--- config.mk ---
export PLATFORM = sky130hd
export DESIGN_NAME = cp0_exc_arbiter_flat
export DESIGN_NICKNAME = d
export VERILOG_FILES = /design/src/rtl/cp0_exc_arbiter_pkg.sv /design/src/rtl/cp0_exc_arbiter_if.sv /design/src/rtl/cp0_int_sync.sv /design/src/rtl/cp0_exc_arbiter.sv /design/src/flat_wrapper.sv
export SDC_FILE = /design/constraint.sdc
export NUM_CORES = 1
export LEC_CHECK = 0
export ABC_AREA = 1
export CAP_MARGIN = 25
export CORE_ASPECT_RATIO = 2
export CORE_MARGIN = 2
export CORE_UTILIZATION = 38
export DETAILED_ROUTE_END_ITERATION = 8
export PLACE_DENSITY = 0.82
export SETUP_SLACK_MARGIN = 0.02
export SYNTH_ARGS = -nofsm -noshare
export SYNTH_HDL_FRONTEND = slang
export SYNTH_SLANG_ARGS = --single-unit
export TNS_END_PERCENT = 20
--- constraint.sdc ---
create_clock -name clk -period 2.5 [get_ports clk]
set_input_delay 0.375 -clock clk [delete_from_list [all_inputs] [get_ports clk]]
set_output_delay 0.375 -clock clk [all_outputs]
set_load 0.02 [all_outputs]
--- src/rtl/cp0_exc_arbiter_pkg.sv ---
// Shared definitions for the CP0 exception/interrupt sequencer: exception codes,
// default exception vector, FSM state encoding and small helper functions.
package cp0_exc_arbiter_pkg;

    localparam logic [4:0]  EXC_INT  = 5'h00;
    localparam logic [4:0]  EXC_ADEL = 5'h04;
    localparam logic [4:0]  EXC_ADES = 5'h05;
    localparam logic [4:0]  EXC_SYS  = 5'h08;
    localparam logic [4:0]  EXC_BP   = 5'h09;
    localparam logic [4:0]  EXC_RI   = 5'h0a;
    localparam logic [4:0]  EXC_OV   = 5'h0c;

    localparam logic [31:0] EX_ENTRY_DEFAULT = 32'hbfc00380;

    typedef enum logic [1:0] {
        ST_IDLE     = 2'd0,
        ST_FLUSH    = 2'd1,
        ST_REDIRECT = 2'd2
    } arb_state_e;

    // A delay-slot instruction reports the branch PC so the branch re-executes.
    function automatic logic [31:0] calc_epc(input logic [31:0] pc, input logic bd);
        return bd ? (pc - 32'd4) : pc;
    endfunction

    function automatic logic is_addr_exc(input logic [4:0] code);
        return (code == EXC_ADEL) || (code == EXC_ADES);
    endfunction

endpackage

--- src/rtl/cp0_exc_arbiter_if.sv ---
// Signal bundle between the exception sequencer and its WB / CP0 / IF neighbours.
// The slave modport is the sequencer's view; master is the surrounding pipeline.
interface cp0_exc_arbiter_if;

    logic        ws_valid;
    logic        ws_ex;
    logic [4:0]  ws_excode;
    logic        ws_eret;
    logic        ws_bd;
    logic [31:0] ws_pc;
    logic [31:0] ws_badvaddr;
    logic [5:0]  hw_int;
    logic [7:0]  cp0_status_im;
    logic        cp0_status_ie;
    logic        cp0_status_exl;
    logic [1:0]  cp0_cause_ip_sw;
    logic [31:0] cp0_epc;
    logic        timer_int;
    logic        wb_ex;
    logic        eret_flush;
    logic [4:0]  ex_excode;
    logic        ex_bd;
    logic [31:0] ex_epc;
    logic        ex_badvaddr_we;
    logic [31:0] ex_badvaddr;
    logic [5:0]  cause_ip_hw;
    logic        flush;
    logic        redirect_valid;
    logic [31:0] redirect_pc;
    logic        redirect_ready;

    modport slave (
        input  ws_valid, ws_ex, ws_excode, ws_eret, ws_bd, ws_pc, ws_badvaddr,
        input  hw_int, cp0_status_im, cp0_status_ie, cp0_status_exl,
        input  cp0_cause_ip_sw, cp0_epc, timer_int, redirect_ready,
        output wb_ex, eret_flush, ex_excode, ex_bd, ex_epc, ex_badvaddr_we,
        output ex_badvaddr, cause_ip_hw, flush, redirect_valid, redirect_pc
    );

    modport master (
        output ws_valid, ws_ex, ws_excode, ws_eret, ws_bd, ws_pc, ws_badvaddr,
        output hw_int, cp0_status_im, cp0_status_ie, cp0_status_exl,
        output cp0_cause_ip_sw, cp0_epc, timer_int, redirect_ready,
        input  wb_ex, eret_flush, ex_excode, ex_bd, ex_epc, ex_badvaddr_we,
        input  ex_badvaddr, cause_ip_hw, flush, redirect_valid, redirect_pc
    );

endinterface

--- src/rtl/cp0_int_sync.sv ---
// Multi-flop synchroniser for the asynchronous hardware interrupt lines.
module cp0_int_sync #(
    parameter int STAGES = 2,
    parameter int WIDTH  = 6
) (
    input  logic             clk,
    input  logic             reset,
    input  logic [WIDTH-1:0] din,
    output logic [WIDTH-1:0] dout
);

    logic [WIDTH-1:0] chain_r [STAGES];

    // Shift each interrupt bit through STAGES flops.
    always_ff @(posedge clk or posedge reset) begin
        if (reset) begin
            for (int i = 0; i < STAGES; i++) begin
                chain_r[i] <= {WIDTH{1'b0}};
            end
        end else begin
            chain_r[0] <= din;
            for (int i = 1; i < STAGES; i++) begin
                chain_r[i] <= chain_r[i-1];
            end
        end
    end

    assign dout = chain_r[STAGES-1];

endmodule

--- src/rtl/cp0_exc_arbiter.sv ---
// Exception/interrupt sequencer in front of CP0: arbitrates WB events, emits the
// one-cycle CP0 commit strobes, holds the flush, then offers the redirect PC to fetch.
module cp0_exc_arbiter
    import cp0_exc_arbiter_pkg::*;
#(
    parameter int          FLUSH_CYCLES = 2,
    parameter logic [31:0] EX_ENTRY     = EX_ENTRY_DEFAULT,
    parameter int          SYNC_STAGES  = 2
) (
    input  logic                clk,
    input  logic                reset,
    cp0_exc_arbiter_if.slave    arb
);

    localparam logic [7:0] CNT_INIT = 8'(FLUSH_CYCLES - 1);

    arb_state_e  state_r;
    logic [7:0]  cnt_r;
    logic [31:0] redirect_pc_r;
    logic        redirect_valid_r;
    logic        flush_hold_r;

    logic [5:0]  sync_hw_s;
    logic [7:0]  ip_s;
    logic        int_req_s;
    logic        accept_s;
    logic        take_exc_s;
    logic        take_eret_s;
    logic        badv_we_s;

    cp0_int_sync #(
        .STAGES (SYNC_STAGES),
        .WIDTH  (6)
    ) u_int_sync (
        .clk    (clk),
        .reset  (reset),
        .din    (arb.hw_int),
        .dout   (sync_hw_s)
    );

    // Interrupt pending evaluation and arbitration (interrupt > exception > ERET).
    always_comb begin
        ip_s        = {(arb.timer_int | sync_hw_s[5]), sync_hw_s[4:0], arb.cp0_cause_ip_sw};
        int_req_s   = arb.cp0_status_ie & ~arb.cp0_status_exl & (|(ip_s & arb.cp0_status_im));
        // Gated by reset so nothing leaks out combinationally while held in reset.
        accept_s    = ~reset & (state_r == ST_IDLE) & arb.ws_valid
                      & (int_req_s | arb.ws_ex | arb.ws_eret);
        take_exc_s  = accept_s & (int_req_s | arb.ws_ex);
        take_eret_s = accept_s & ~take_exc_s;
        badv_we_s   = take_exc_s & ~int_req_s & is_addr_exc(arb.ws_excode);
    end

    // Same-cycle CP0 commit data and strobes.
    always_comb begin
        arb.wb_ex          = take_exc_s;
        arb.eret_flush     = take_eret_s;
        arb.flush          = accept_s | flush_hold_r;
        arb.redirect_valid = redirect_valid_r;
        arb.redirect_pc    = redirect_pc_r;
        arb.ex_badvaddr_we = badv_we_s;
        arb.cause_ip_hw    = reset ? 6'd0 : ip_s[7:2];
        if (take_exc_s) begin
            arb.ex_excode = int_req_s ? EXC_INT : arb.ws_excode;
            arb.ex_bd     = arb.ws_bd;
            arb.ex_epc    = calc_epc(arb.ws_pc, arb.ws_bd);
        end else begin
            arb.ex_excode = 5'd0;
            arb.ex_bd     = 1'b0;
            arb.ex_epc    = 32'd0;
        end
        if (badv_we_s) begin
            arb.ex_badvaddr = arb.ws_badvaddr;
        end else begin
            arb.ex_badvaddr = 32'd0;
        end
    end

    // Sequencer FSM: IDLE -> FLUSH (optional) -> REDIRECT -> IDLE.
    always_ff @(posedge clk or posedge reset) begin
        if (reset) begin
            state_r          <= ST_IDLE;
            cnt_r            <= 8'd0;
            redirect_pc_r    <= 32'd0;
            redirect_valid_r <= 1'b0;
            flush_hold_r     <= 1'b0;
        end else begin
            case (state_r)
                ST_IDLE: begin
                    if (accept_s) begin
                        redirect_pc_r <= take_exc_s ? EX_ENTRY : arb.cp0_epc;
                        cnt_r         <= CNT_INIT;
                        if (FLUSH_CYCLES > 1) begin
                            state_r      <= ST_FLUSH;
                            flush_hold_r <= 1'b1;
                        end else begin
                            state_r          <= ST_REDIRECT;
                            redirect_valid_r <= 1'b1;
                        end
                    end else begin
                        state_r <= ST_IDLE;
                    end
                end
                ST_FLUSH: begin
                    // <= guards against a stuck counter ever reaching zero here.
                    if (cnt_r <= 8'd1) begin
                        state_r          <= ST_REDIRECT;
                        cnt_r            <= 8'd0;
                        flush_hold_r     <= 1'b0;
                        redirect_valid_r <= 1'b1;
                    end else begin
                        cnt_r <= cnt_r - 8'd1;
                    end
                end
                ST_REDIRECT: begin
                    if (arb.redirect_ready) begin
                        state_r          <= ST_IDLE;
                        redirect_valid_r <= 1'b0;
                    end else begin
                        state_r <= ST_REDIRECT;
                    end
                end
                default: begin
                    state_r          <= ST_IDLE;
                    cnt_r            <= 8'd0;
                    flush_hold_r     <= 1'b0;
                    redirect_valid_r <= 1'b0;
                end
            endcase
        end
    end

endmodule
--- src/flat_wrapper.sv ---
// flat-port wrapper written by rule: the top's interface ports become plain ports
module cp0_exc_arbiter_flat import cp0_exc_arbiter_pkg::*;
#(
    parameter int          FLUSH_CYCLES = 2,
    parameter logic [31:0] EX_ENTRY     = EX_ENTRY_DEFAULT,
    parameter int          SYNC_STAGES  = 2
)
  (clk, reset, arb_ws_valid, arb_ws_ex, arb_ws_excode, arb_ws_eret, arb_ws_bd, arb_ws_pc, arb_ws_badvaddr, arb_hw_int, arb_cp0_status_im, arb_cp0_status_ie, arb_cp0_status_exl, arb_cp0_cause_ip_sw, arb_cp0_epc, arb_timer_int, arb_redirect_ready, arb_wb_ex, arb_eret_flush, arb_ex_excode, arb_ex_bd, arb_ex_epc, arb_ex_badvaddr_we, arb_ex_badvaddr, arb_cause_ip_hw, arb_flush, arb_redirect_valid, arb_redirect_pc);
  cp0_exc_arbiter_if arb_i ();
  input  logic clk;
  input  logic reset;
  input wire logic [$bits(arb_i.ws_valid)-1:0] arb_ws_valid;
  input wire logic [$bits(arb_i.ws_ex)-1:0] arb_ws_ex;
  input wire logic [$bits(arb_i.ws_excode)-1:0] arb_ws_excode;
  input wire logic [$bits(arb_i.ws_eret)-1:0] arb_ws_eret;
  input wire logic [$bits(arb_i.ws_bd)-1:0] arb_ws_bd;
  input wire logic [$bits(arb_i.ws_pc)-1:0] arb_ws_pc;
  input wire logic [$bits(arb_i.ws_badvaddr)-1:0] arb_ws_badvaddr;
  input wire logic [$bits(arb_i.hw_int)-1:0] arb_hw_int;
  input wire logic [$bits(arb_i.cp0_status_im)-1:0] arb_cp0_status_im;
  input wire logic [$bits(arb_i.cp0_status_ie)-1:0] arb_cp0_status_ie;
  input wire logic [$bits(arb_i.cp0_status_exl)-1:0] arb_cp0_status_exl;
  input wire logic [$bits(arb_i.cp0_cause_ip_sw)-1:0] arb_cp0_cause_ip_sw;
  input wire logic [$bits(arb_i.cp0_epc)-1:0] arb_cp0_epc;
  input wire logic [$bits(arb_i.timer_int)-1:0] arb_timer_int;
  input wire logic [$bits(arb_i.redirect_ready)-1:0] arb_redirect_ready;
  output wire logic [$bits(arb_i.wb_ex)-1:0] arb_wb_ex;
  output wire logic [$bits(arb_i.eret_flush)-1:0] arb_eret_flush;
  output wire logic [$bits(arb_i.ex_excode)-1:0] arb_ex_excode;
  output wire logic [$bits(arb_i.ex_bd)-1:0] arb_ex_bd;
  output wire logic [$bits(arb_i.ex_epc)-1:0] arb_ex_epc;
  output wire logic [$bits(arb_i.ex_badvaddr_we)-1:0] arb_ex_badvaddr_we;
  output wire logic [$bits(arb_i.ex_badvaddr)-1:0] arb_ex_badvaddr;
  output wire logic [$bits(arb_i.cause_ip_hw)-1:0] arb_cause_ip_hw;
  output wire logic [$bits(arb_i.flush)-1:0] arb_flush;
  output wire logic [$bits(arb_i.redirect_valid)-1:0] arb_redirect_valid;
  output wire logic [$bits(arb_i.redirect_pc)-1:0] arb_redirect_pc;
  assign arb_i.ws_valid = arb_ws_valid;
  assign arb_i.ws_ex = arb_ws_ex;
  assign arb_i.ws_excode = arb_ws_excode;
  assign arb_i.ws_eret = arb_ws_eret;
  assign arb_i.ws_bd = arb_ws_bd;
  assign arb_i.ws_pc = arb_ws_pc;
  assign arb_i.ws_badvaddr = arb_ws_badvaddr;
  assign arb_i.hw_int = arb_hw_int;
  assign arb_i.cp0_status_im = arb_cp0_status_im;
  assign arb_i.cp0_status_ie = arb_cp0_status_ie;
  assign arb_i.cp0_status_exl = arb_cp0_status_exl;
  assign arb_i.cp0_cause_ip_sw = arb_cp0_cause_ip_sw;
  assign arb_i.cp0_epc = arb_cp0_epc;
  assign arb_i.timer_int = arb_timer_int;
  assign arb_i.redirect_ready = arb_redirect_ready;
  assign arb_wb_ex = arb_i.wb_ex;
  assign arb_eret_flush = arb_i.eret_flush;
  assign arb_ex_excode = arb_i.ex_excode;
  assign arb_ex_bd = arb_i.ex_bd;
  assign arb_ex_epc = arb_i.ex_epc;
  assign arb_ex_badvaddr_we = arb_i.ex_badvaddr_we;
  assign arb_ex_badvaddr = arb_i.ex_badvaddr;
  assign arb_cause_ip_hw = arb_i.cause_ip_hw;
  assign arb_flush = arb_i.flush;
  assign arb_redirect_valid = arb_i.redirect_valid;
  assign arb_redirect_pc = arb_i.redirect_pc;
  cp0_exc_arbiter #(.FLUSH_CYCLES(FLUSH_CYCLES), .EX_ENTRY(EX_ENTRY), .SYNC_STAGES(SYNC_STAGES)) u_core (.clk(clk), .reset(reset), .arb(arb_i));
endmodule
# After elaboration in Yosys (flattened, before gate mapping)
# Cells that the tools add are included.
# totals
reg_bits	56
inputBits	127
elab_cells	65
# classes
reduce_logical	7
n_eq_ne	7
n_mux	21
n_addsub	2
n_lt_le_gt_ge	1
bitwise_logic	20
# op_table
cell	n
two-way mux 32 bit	4
subtractor 32 x 3 -> 32 bit (second input constant)	1
case mux 8 bit (3 select lines)	1
two-way mux 8 bit	2
equality test 5 x 3 -> 1 bit (second input constant)	2
two-way mux 5 bit	2
AND 1 bit	9
AND 8 bit	1
less-or-equal comparator 8 x 1 -> 1 bit (second input constant)	1
OR reduction 8 bit	1
subtractor 8 x 1 -> 8 bit (second input constant)	1
two-way mux 1 bit	6
two-way mux 6 bit	1
NOT 1 bit	6
case mux 1 bit (3 select lines)	2
case mux 2 bit (3 select lines)	1
AND reduction 3 bit	2
two-way mux 2 bit	2
!= test 2 x 1 -> 1 bit (second input constant)	2
OR 1 bit	4
AND reduction 2 bit	2
equality test 2 x 1 -> 1 bit (second input constant)	1
equality test 2 bit (second input constant)	1
logical NOT 2 bit	1
2 further kinds	2

# Depth between registers and ports, before layout
# depth
word_depth	11
ltp_mapped	12

# By module
# From an unflattened synthesis, not the netlist that was laid out.
# unflattened
hier_cells	574
hier_area_um2	3747.3
# modules_own_cells
mod	seq_area_each_um2	area_each_um2	n_inst	cells_each
cp0_exc_arbiter	1101.1	3398.3	1	555
cp0_int_sync	300.3	349.1	1	19

# Worst setup path after synthesis
# OpenSTA, ideal clock, no wires.
# synth_timing
kind	input to output
start	input port reset
end	output port arb_ex_badvaddr[11]
slack_ns	0.003
t_arrival_ns	2.122
stages	8
required_ns	2.125
cell_sequence	inv_2 nand2_2 nor2_4 nand4_4 nor2_4 inv_2 buf_6 nor2_2
# synth_between
elab_chain_len	8
# synth_rtl
item	line	text
start, declared	flat_wrapper.sv:11	input logic reset;
NOT 1 bit	cp0_exc_arbiter.sv:46	accept_s = ~reset & (state_r == ST_IDLE) & arb.ws_valid
AND 1 bit (2 in series)	cp0_exc_arbiter.sv:46	
AND 1 bit	cp0_exc_arbiter.sv:47	& (int_req_s | arb.ws_ex | arb.ws_eret);
AND 1 bit	cp0_exc_arbiter.sv:48	take_exc_s = accept_s & (int_req_s | arb.ws_ex);
AND 1 bit (2 in series)	cp0_exc_arbiter.sv:50	badv_we_s = take_exc_s & ~int_req_s & is_addr_exc(arb.ws_excode);
net arb_ex_badvaddr_we	flat_wrapper.sv:32	output wire logic [$bits(arb_i.ex_badvaddr_we)-1:0] arb_ex_badvaddr_we;
two-way mux 32 bit	cp0_exc_arbiter.sv:71	if (badv_we_s) begin
end, declared	flat_wrapper.sv:33	output wire logic [$bits(arb_i.ex_badvaddr)-1:0] arb_ex_badvaddr;
# The timed path passes the listed nets, and every way through them passes these cells.

# Worst setup path in the final report
# layout_timing
start	input port arb_ws_pc[12]
end	output port arb_ex_epc[31]
# layout_between
elab_chain_len	3
# layout_rtl
item	line	text
start, declared	flat_wrapper.sv:17	input wire logic [$bits(arb_i.ws_pc)-1:0] arb_ws_pc;
subtractor 32 x 3 -> 32 bit	cp0_exc_arbiter_pkg.sv:23	return bd ? (pc - 32'd4) : pc;
two-way mux 32 bit	cp0_exc_arbiter_pkg.sv:23	
two-way mux 32 bit	cp0_exc_arbiter.sv:62	if (take_exc_s) begin
end, declared	flat_wrapper.sv:31	output wire logic [$bits(arb_i.ex_epc)-1:0] arb_ex_epc;
# Every way passes these cells.

==> results.py <==
metrics = {
    "sta": {
        "worstMarginPinSlew_ns": 0.688,
        "grt_setup_unrepaired": "true",
        "clock_skew_ns": 0.00637,
        "hold_viol": 0,
        "fin_setup_tns_ns": -0.0559,
        "finalMaxSlewViolations": 0,
        "slew_headroom_pct": 54.1,
        "final.min_clock_period_ns": 2.56,
        "fin_ws_ns": -0.0559,
        "max_clock_freq_mhz": 391,
        "setup_violations": 1,
        "timing.final.crit_share_pct": 102,
    },
    "critical_path": {
        "end_kind": "output port",
        "required_ns": 2.12,
        "startpoint_type": "primary input",
        "cp_max_fo": 3,
        "cp.arrival_ns": 2.18,
        "path_class": "in -> out",
    },
    "detailed_routing": {
        "ant_nets": 0,
        "drc": 0,
        "dr.pass1.iters": 4,
        "routed_wl_mm": 14.0,
        "via_count": 4591,
        "detail_route.wl_per_cell_um": 14.1,
        "drt_iter0_drc": 132,
        "via_per_inst": 4.62,
    },
    "global_routing": {
        "met1_usage_pct": 24.8,
        "antenna_found_initial": 0,
        "grt_util_met2_pct": 46.3,
        "groute.usage.overall_pct": 25.0,
        "grt_first_pass_wirelength_mm": 21.7,
        "grt_max_degree": 57,
        "top_usage_layer": "met2",
        "overflow": 0,
        "grt_pass1_vias": 4674,
        "grtUsageMet3_pct": 3.64,
    },
    "layout": {
        "syn2layout_area_growth_pct": 77.7,
        "multi_input_comb_area_sq_um": 2100,
        "fill_cells": 812,
        "fin_util_pct": 68.7,
        "antenna_cells": 0,
        "postLayoutCellArea_sq_um": 6930,
        "drive_above_1_share_pct": 26.7,
        "seq_area_sq_um": 1400,
        "fin_nets": 989,
        "instances_no_fill": 994,
    },
    "synth": {
        "synth_top_family_by_area": "simple AND/OR/NAND/NOR gates",
        "yosysTopAreaCell": "dfrtp_1",
        "synth_cell_type_count": 35,
        "synthTopCellsByCount": "123 x nand2_1, 99 x inv_1, 86 x nor2_1",
        "synth_compound_area_share_pct": 3.34,
        "synth_seq_area_share_pct": 35.9,
        "synthArstFlopShare_pct": 100,
        "synth_top_area_share_pct": 35.9,
        "synth-xor-area-share_pct": 3.82,
        "muxShareOfSynthArea_pct": 0,
        "syn_inst": 559,
        "syn_nets": 689,
        "yosys_warnings": 0,
        "synth_fa_ha_area_share_pct": 0.962,
        "synth_area_leaders": "dfrtp_1 36%, nand2_1 12%, inv_1 9.5%",
        "synth_edf_count": 0,
        "synth-seq-cells": 56,
        "synthesis.area_sq_um": 3900,
        "ys.flop_type": "dfrtp_1",
        "syn_avg_cell_area_sq_um": 6.98,
        "synthSimpleGateAreaFrac_pct": 43.3,
        "yosysMostFrequentCell": "nand2_1",
    },
    "run": {
        "cap_viol_max_count": 0,
    },
    "cts": {
        "htree_levels": 2,
        "clk_latency_ns": 0.30,
        "cts_tree": "done",
        "cts_buffers": 5,
        "root_buffer": "clkbuf_16",
        "cts_max_path_buffers": 2,
        "clock_sinks": 56,
        "clk_pin_slew_ns": 0.06,
    },
    "place": {
        "placed_area_sq_um": 6860,
        "dp_cells": 982,
        "routabilityCongestion": 0.908,
        "io_buffers": 239,
        "dp_hpwl_mm": 11.3,
    },
    "worst_hold_path": {
        "hold_path.class": "reg -> reg",
    },
    "floorplanning": {
        "fp-row-count": 52,
        "die_h_um": 147,
        "die_area_sq_um": 11100,
        "start_util_pct": 38.7,
        "fp.dieW_um": 75.6,
        "core_area_sq_um": 10100,
        "num_io_pins": 240,
    },
    "power_and_ir_drop": {
        "p_leak_uw": 0.00357,
        "power_density_nw_per_um2": 545,
        "power.total_uw": 3780,
        "ir_worst_vdd_v": 0.000620,
    },
    "run_status": {
        "status": "complete, but fails checks",
        "violations": "negative setup slack",
    },
}
-- what timing repair did --
action                     4_1_cts  5_1_grt
resized for setup              234       40
setup endpoints to repair       73       71
buffers inserted                 2        3
pin swaps                        8        9
hold buffers                     0        0
cloned                           0        0
-- critical path, cell delays in order --
cell             delay, ns
clkdlybuf4s50_1       0.54
nor2_2                0.19
nand3_2               0.14
inv_2                 0.14
nand2_1               0.06
nor2_1                0.10
nand3_1               0.13
xor2_1                0.17
nor2_1                0.08
clkdlybuf4s15_2       0.26
-- cell type report --
cell class,count,share of cell area [%]
Tap cell,135,2.44
Timing Repair Buffer,308,39.1
Clock buffer,7,2.20
Inverter,103,5.62
Sequential cell,56,20.2
Multi-Input combinational cell,385,30.4
-- report_power, final --
group	internal, uW	switching, uW	leakage, uW
sequential	1130	141	0.000684
clock	421	308	0.0000760
combinational	820	957	0.00281
-- flip-flops by register name, indices dropped and copies added (netlist names) --
register,count
u_core.arb.redirect_pc,32
u_core.arb.redirect_valid,1
u_core.cnt_r,8
u_core.flush_hold_r,1
u_core.state_r,2
u_core.u_int_sync.chain_r,6
u_core.u_int_sync.dout,6
-- kinds of logic after synthesis --
| group | after synthesis |
|---|---|
| and+or+nand+nor | 341 |
| xor gates and xnor gates | 17 |
| buffers and inverters | 118 |
| AOI/OAI and AO/OA | 24 |
| DFF | 56 |
| adders and majority gates | 3 |
-- per-layer routing --
| layer | vias to the layer above | part of all wire [%] | routed length [um] |
|---|---|---|---|
| met1 | 2080 | 33 | 4670 |
| met2 | 187 | 56 | 7800 |
| met4 | 0 | 5.1 | 718 |
| met5 | - | 0 | 0 |
| met3 | 53 | 5.7 | 791 |
| li1 | 2271 | - | - |
-- layout by cell type (no fill, tap or decap), types with 2 or more instances in the layout --
cell	instances
dlymetal6s2s_1	4
a21oi_1	10
nand3_2	3
dfrtp_1	56
ha_1	2
buf_2	40
nand2_4	3
clkdlybuf4s50_1	157
nand3_1	32
xnor2_1	3
clkbuf_8	2
xor2_1	14
nand4_1	4
inv_2	5
clkbuf_2	6
buf_6	2
o21ai_0	9
nand2_2	11
nand3_4	2
nor3_4	2
nor2_2	38
dlygate4sd2_1	18
clkdlybuf4s15_2	10
nor2_1	78
nand2_1	122
inv_1	97
o21ai_1	2
clkbuf_16	5
nor3_1	16
buf_12	2
buf_4	67
nor2_4	21
-- through the flow --
| step | setup slack [ns] | hold WS (ns) |
|---|---|---|
| after CTS | -0.0449 | 0.352 |
| after global placement | -0.435 | 0.332 |
| after global routing | -0.184 | 0.362 |
| final | -0.0559 | 0.352 |
| after floorplan | 0.285 | 0.322 |
| after detailed placement | -0.516 | 0.342 |
-- worst paths after layout --
path	start	depth (start not counted)	slack, ns	end
min reg2reg	u_core.u_int_sync.chain_r[9]	0	0.35	u_core.u_int_sync.dout[3]
min in group asynchronous	reset	3	0.70	u_core.u_int_sync.chain_r[11]
max	arb_ws_pc[12]	10	-0.06	arb_ex_epc[31]
min	u_core.u_int_sync.chain_r[9]	0	0.35	u_core.u_int_sync.dout[3]
max reg2reg	u_core.u_int_sync.dout[1]	12	0.60	u_core.arb.redirect_pc[7]
max in group asynchronous	reset	3	1.34	u_core.arb.redirect_pc[17]
Power figures use the tool's default switching activity.
